[src/rtl/inst_fetch_queue.sv]
// Instruction fetch front-end: issues word fetches, buffers {inst, pc} in a FIFO, and flushes on redirect.
// Optional statistics counters are compiled in when IFQ_STATS_EN is defined.
module inst_fetch_queue #(
  parameter int unsigned DEPTH    = 4,
  parameter logic [31:0] RESET_PC = 32'h0
) (
  input  logic                     clk_i,
  input  logic                     rst_ni,
  output logic                     imem_req_o,
  output logic [31:0]              imem_addr_o,
  input  logic [31:0]              imem_rdata_i,
  input  logic                     redirect_i,
  input  logic [31:0]              redirect_pc_i,
  output logic                     out_valid_o,
  input  logic                     out_ready_i,
  output logic [31:0]              out_inst_o,
  output logic [31:0]              out_pc_o,
  output logic [$clog2(DEPTH):0]   count_o
`ifdef IFQ_STATS_EN
  ,
  output logic [15:0]              flush_cnt_o,
  output logic [15:0]              fetch_cnt_o
`endif
);

  localparam int unsigned PtrW = $clog2(DEPTH);
  localparam int unsigned CntW = PtrW + 1;
  localparam logic [CntW:0] DepthOcc = (CntW + 1)'(DEPTH);

  logic [31:0]     fetch_pc_q, fetch_pc_d;
  logic [31:0]     tag_pc_q, tag_pc_d;
  logic            inflight_q, inflight_d;
  logic [CntW-1:0] cnt_q, cnt_d;
  logic [PtrW-1:0] rd_ptr_q, rd_ptr_d;
  logic [PtrW-1:0] wr_ptr_q, wr_ptr_d;
  logic [31:0]     head_inst_q, head_inst_d;
  logic [31:0]     head_pc_q, head_pc_d;

  logic [31:0]     mem_inst_q [DEPTH];
  logic [31:0]     mem_pc_q   [DEPTH];

  logic [CntW:0]   occupancy;
  logic            req;
  logic            push;
  logic            pop;
  logic            valid;

  assign valid     = (cnt_q != '0);
  // Reserve a slot for the in-flight word so a returning response always has room.
  assign occupancy = {1'b0, cnt_q} + (CntW + 1)'(inflight_q);
  assign req       = rst_ni && !redirect_i && (occupancy < DepthOcc);
  assign push      = inflight_q && !redirect_i;
  assign pop       = valid && out_ready_i && !redirect_i;

  always_comb begin
    fetch_pc_d  = fetch_pc_q;
    tag_pc_d    = tag_pc_q;
    inflight_d  = 1'b0;
    cnt_d       = cnt_q;
    rd_ptr_d    = rd_ptr_q;
    wr_ptr_d    = wr_ptr_q;
    head_inst_d = head_inst_q;
    head_pc_d   = head_pc_q;

    if (redirect_i) begin
      fetch_pc_d = redirect_pc_i & ~32'h3;
      cnt_d      = '0;
      rd_ptr_d   = '0;
      wr_ptr_d   = '0;
    end else begin
      if (req) begin
        fetch_pc_d = fetch_pc_q + 32'd4;
        tag_pc_d   = fetch_pc_q;
        inflight_d = 1'b1;
      end
      cnt_d    = cnt_q + CntW'(push) - CntW'(pop);
      rd_ptr_d = rd_ptr_q + PtrW'(pop);
      wr_ptr_d = wr_ptr_q + PtrW'(push);
      // The head copy tracks whichever entry sits at the read pointer after this edge.
      if (cnt_d != '0) begin
        if (push && (wr_ptr_q == rd_ptr_d)) begin
          head_inst_d = imem_rdata_i;
          head_pc_d   = tag_pc_q;
        end else begin
          head_inst_d = mem_inst_q[rd_ptr_d];
          head_pc_d   = mem_pc_q[rd_ptr_d];
        end
      end
    end
  end

  always_ff @(posedge clk_i or negedge rst_ni) begin
    if (!rst_ni) begin
      fetch_pc_q  <= RESET_PC;
      tag_pc_q    <= '0;
      inflight_q  <= 1'b0;
      cnt_q       <= '0;
      rd_ptr_q    <= '0;
      wr_ptr_q    <= '0;
      head_inst_q <= '0;
      head_pc_q   <= '0;
    end else begin
      fetch_pc_q  <= fetch_pc_d;
      tag_pc_q    <= tag_pc_d;
      inflight_q  <= inflight_d;
      cnt_q       <= cnt_d;
      rd_ptr_q    <= rd_ptr_d;
      wr_ptr_q    <= wr_ptr_d;
      head_inst_q <= head_inst_d;
      head_pc_q   <= head_pc_d;
    end
  end

  // Storage needs no reset: an entry is only read after it has been written.
  always_ff @(posedge clk_i) begin
    if (push) begin
      mem_inst_q[wr_ptr_q] <= imem_rdata_i;
      mem_pc_q[wr_ptr_q]   <= tag_pc_q;
    end
  end

  assign imem_req_o  = req;
  assign imem_addr_o = fetch_pc_q;
  assign out_valid_o = valid;
  assign out_inst_o  = head_inst_q;
  assign out_pc_o    = head_pc_q;
  assign count_o     = cnt_q;

`ifdef IFQ_STATS_EN
  logic [15:0] flush_cnt_q, flush_cnt_d;
  logic [15:0] fetch_cnt_q, fetch_cnt_d;

  always_comb begin
    flush_cnt_d = flush_cnt_q;
    fetch_cnt_d = fetch_cnt_q;
    if (redirect_i && (flush_cnt_q != 16'hFFFF)) flush_cnt_d = flush_cnt_q + 16'd1;
    if (push && (fetch_cnt_q != 16'hFFFF))       fetch_cnt_d = fetch_cnt_q + 16'd1;
  end

  always_ff @(posedge clk_i or negedge rst_ni) begin
    if (!rst_ni) begin
      flush_cnt_q <= '0;
      fetch_cnt_q <= '0;
    end else begin
      flush_cnt_q <= flush_cnt_d;
      fetch_cnt_q <= fetch_cnt_d;
    end
  end

  assign flush_cnt_o = flush_cnt_q;
  assign fetch_cnt_o = fetch_cnt_q;
`endif

endmodule

[config.mk]
export PLATFORM = sky130hd
export DESIGN_NAME = inst_fetch_queue
export DESIGN_NICKNAME = d
export VERILOG_FILES = /design/src/rtl/inst_fetch_queue.sv
export SDC_FILE = /design/constraint.sdc
export NUM_CORES = 1
export LEC_CHECK = 0
export ABC_AREA = 0
export BUFFER_PORTS_ARGS = -buffer_cell sky130_fd_sc_hd__buf_2
export CORE_ASPECT_RATIO = 1.2
export CORE_MARGIN = 4
export CORE_UTILIZATION = 50
export DETAILED_ROUTE_END_ITERATION = 8
export GPL_TIMING_DRIVEN = 0
export PLACE_DENSITY = 0.77
export RECOVER_POWER = 25
export SYNTH_ARGS = -nofsm -noshare
export SYNTH_HDL_FRONTEND = slang
export SYNTH_SLANG_ARGS = --single-unit
[constraint.sdc]
create_clock -name clk_i -period 7.25 [get_ports clk_i]
set_input_delay 0.725 -clock clk_i [delete_from_list [all_inputs] [get_ports clk_i]]
set_output_delay 0.725 -clock clk_i [all_outputs]
set_load 0.02 [all_outputs]
==> qor.csv <==
stage,metric,value,unit
run_status,status,"finished, violations left",
run_status,failing checks,"max-capacitance violations, max-slew violations",
timing,fin crit period,5.48,ns
placement,PortBufs,162,
synth,leading post-synthesis cells by cell area,"edfxtp_1 44%, dfrtp_1 19%, mux2_2 6.1%",
worst_setup_path,CP Data Required Time,6.52,ns
cells_and_area,Layout Utilization,0.594,
cts,htree depth,2,
worst_setup_path,crit-path max FO,92,
synth,share of the yosys chip area belonging to registers,0.628,
worst_setup_path,Startpoint Class,input pin,
cells_and_area,share of cells above drive strength 1,0.198,
route,First-pass DRT Iterations,5,
worst_setup_path,Crit path largest cell delay,1.66,ns
synth,Cells after Synth,1368,
route,Routed Antenna Nets,0,
global_routing,GR peak layer,met2,
global_routing,initial antenna violation count,0,
power,VDD IR max,0.000168,V
global_routing,met1 global-route usage,0.307,
worst_setup_path,Worst EP arrival,4.75,ns
cts,Longest Clk Path Bufs,3,
route,via count,12800,
cts,# resized after CTS,0,
timing,Slew headroom,-0.591,
global_routing,vias in the first global route,13000,
route,DRT iter0 DRCs,1108,
worst_setup_path,critical-path cell list,clkbuf_1 > buf_16 > clkbuf_1 > inv_1 > nor3_2 > clkbuf_1 > buf_2,
route,Residual DRC,0,
route,WL per Instance,22.6,um
global_routing,met2 GRT Util,0.422,
worst_setup_path,WS Path Type,in2out,
power,Leak,7.02,nW
worst_setup_path,CP endpoint kind,output port,
synth,syn avg cell area,12.5,um^2
timing,RSZ-0062 raised after global routing,no,
global_routing,GRT overflow,0,
cts,Skew-Pair Late Insertion Delay,0.52,ns
cells_and_area,"commonest non-fill, non-tap cells in the layout","248 x edfxtp_1, 185 x nor2_1, 138 x buf_2",
worst_setup_path,"most used cell, CP",clkbuf_1,
global_routing,gr usage total,0.245,
cts,TritonCTS Buffers,37,
flow_run,max_cap viols,1,
global_routing,global-route wire length before repair,72.0,mm
placement,Post-DP HPWL,31.8,mm
floorplanning,Die Area,37100,um^2
timing,post-route clock period utilization,0.755,
cts,setup bufs post-CTS,0,
synth,Synth cell types,55,
cts,"Hold-fix buffers, CTS",0,
synth,Synth Flop Type,edfxtp_1,
timing,Fin. Hold Viols,0,
global_routing,largest net degree at the start of global routing,93,
synth,Post-synth EDFFs,248,
timing,Clock Skews,0.0119,ns
timing,fin. max-slew vios,40,
floorplanning,Die X-Extent,177,um
synth,share of Yosys cell area claimed by the top area cell type,0.437,
synth,Synth Cell Area,17000,um^2
route,vias per cell,6.19,
cts,clk root buf,clkbuf_16,
worst_hold_path,Hold/Removal Path Class,in2reg,
floorplanning,Core Area,33400,um^2
route,Routed Wire Length,46.7,mm
cts,TritonCTS clock tree,done,
synth,leading area contributor after synthesis,edfxtp_1,
placement,Final Wtd Congestion,0.900,
synth,Post-synth ARST share,0.344,
floorplanning,die height,210,um
cells_and_area,Area Growth Syn to Fin,16.5,%
floorplanning,cell row count,73,
cts,Worst-path clk slew,0.06,ns
floorplanning,initial core utilization,0.510,
cts,CTS sink cnt,378,
worst_setup_path,Crit-path slowest cell,clkbuf_1,
power,Pwr per Cell Area,344,nW/um^2
floorplanning,Ports,169,
timing,Final setup viols,0,
cells_and_area,antenna fix cells,0,
synth,Yosys warning count,0,
timing,WHS,0.412,ns
timing,Slew @ Worst Pin,2.39,ns
global_routing,met3 Use GR,0.0423,
synth,Yosys reg bits,378,
cells_and_area,NumNets Final,1663,
timing,fmax,0.183,GHz
cells_and_area,"commonest non-fill, non-tap cell in the layout",edfxtp_1,
==> through the flow <==
stage	instance area, um^2	setup TNS (ns)	instances	worst slack (ns)	total power, mW
after floorplan	17100	0	1371	1.19	4.22
after global placement	18400	-285.62	1983	-2.54	4.92
after detailed placement	18700	0	2001	2.63	5.00
after CTS	19900	0	2069	2.59	6.84
after global routing	19800	0	2069	1.20	7.15
final	19800	0	2069	1.77	6.83
==> cells by family (layout without fill, tap and decap cells) <==
family	count (synthesis)	in the layout	synth area share
compound gates	349	349	0.138
other cells	1	4	0.000220
flops	378	378	0.628
xor+xnor	29	29	0.0149
buf+inv	128	376	0.0302
mux	160	160	0.101
simple gates	318	318	0.0841
fa+ha+maj	5	5	0.00411
==> synthesized netlist by cell type (all sizes together) (4+ instances only) <==
| library cell | instances |
|---|---|
| o21a | 4 |
| xor2 | 14 |
| clkbuf | 83 |
| xnor2 | 15 |
| nor3 | 10 |
| o221ai | 61 |
| or3 | 6 |
| and3 | 7 |
| nor4 | 14 |
| nand2b | 8 |
| buf | 33 |
| mux2 | 92 |
| edfxtp | 248 |
| nand2 | 38 |
| nand3 | 16 |
| dfrtp | 130 |
| mux2i | 68 |
| o31a | 6 |
| o21ai | 21 |
| nor2 | 186 |
| inv | 12 |
| ha | 4 |
| a21oi | 124 |
| nand4 | 19 |
| o22ai | 59 |
| a2111oi | 57 |
==> flip-flops by register name (all words and copies together) (netlist names) <==
register,count
count_o,3
imem_addr_o,30
inflight_q,1
mem_inst_q,128
mem_pc_q,120
out_inst_o,32
out_pc_o,30
rd_ptr_q,2
tag_pc_q,30
wr_ptr_q,2
==> per-layer routing <==
layer / wire length (um) / vias to the layer above
met5: 0 / -
li1: - / 5714
met2: 23700 / 710
met4: 1730 / 0
met3: 3910 / 116
met1: 17400 / 6277
==> power by group <==
group	internal, mW	switching [mW]	leakage (nW)
Clock	1.07	0.793	0.580
Sequential	2.69	0.273	3.75
Combinational	0.695	1.31	2.69
Total	4.45	2.37	7.02
==> final timing paths <==
kind / startpoint / endpoint / slack, ns / cells past startpoint
max: rst_ni / imem_req_o / 1.77 / 7
min: redirect_pc_i[12] / imem_addr_o[12] / 0.41 / 3
max reg2reg: count_o[1] / out_pc_o[9] / 2.54 / 13
min reg2reg: out_pc_o[31] / out_pc_o[31] / 0.51 / 2
max in group asynchronous: rst_ni / out_pc_o[2] / 4.94 / 2
min in group asynchronous: rst_ni / tag_pc_q[26] / 0.93 / 1
==> layout make-up <==
class                   count  area, um^2
fillers                  2657       13600
flip-flops and latches    378       10700
multi-input cells         865        5870
clock buffers              52        1070
repair buffers            180        1020
well taps                 450         563
plain buffers             116         470
clock inverters            16         114
inverters                  12        45.0
==> critical path, delay by kind of cell <==
kind                   cells  cell delay, ns
buffers and inverters      6            3.44
AND/OR/NAND/NOR            1            0.50
Power figures use the tool's default switching activity.
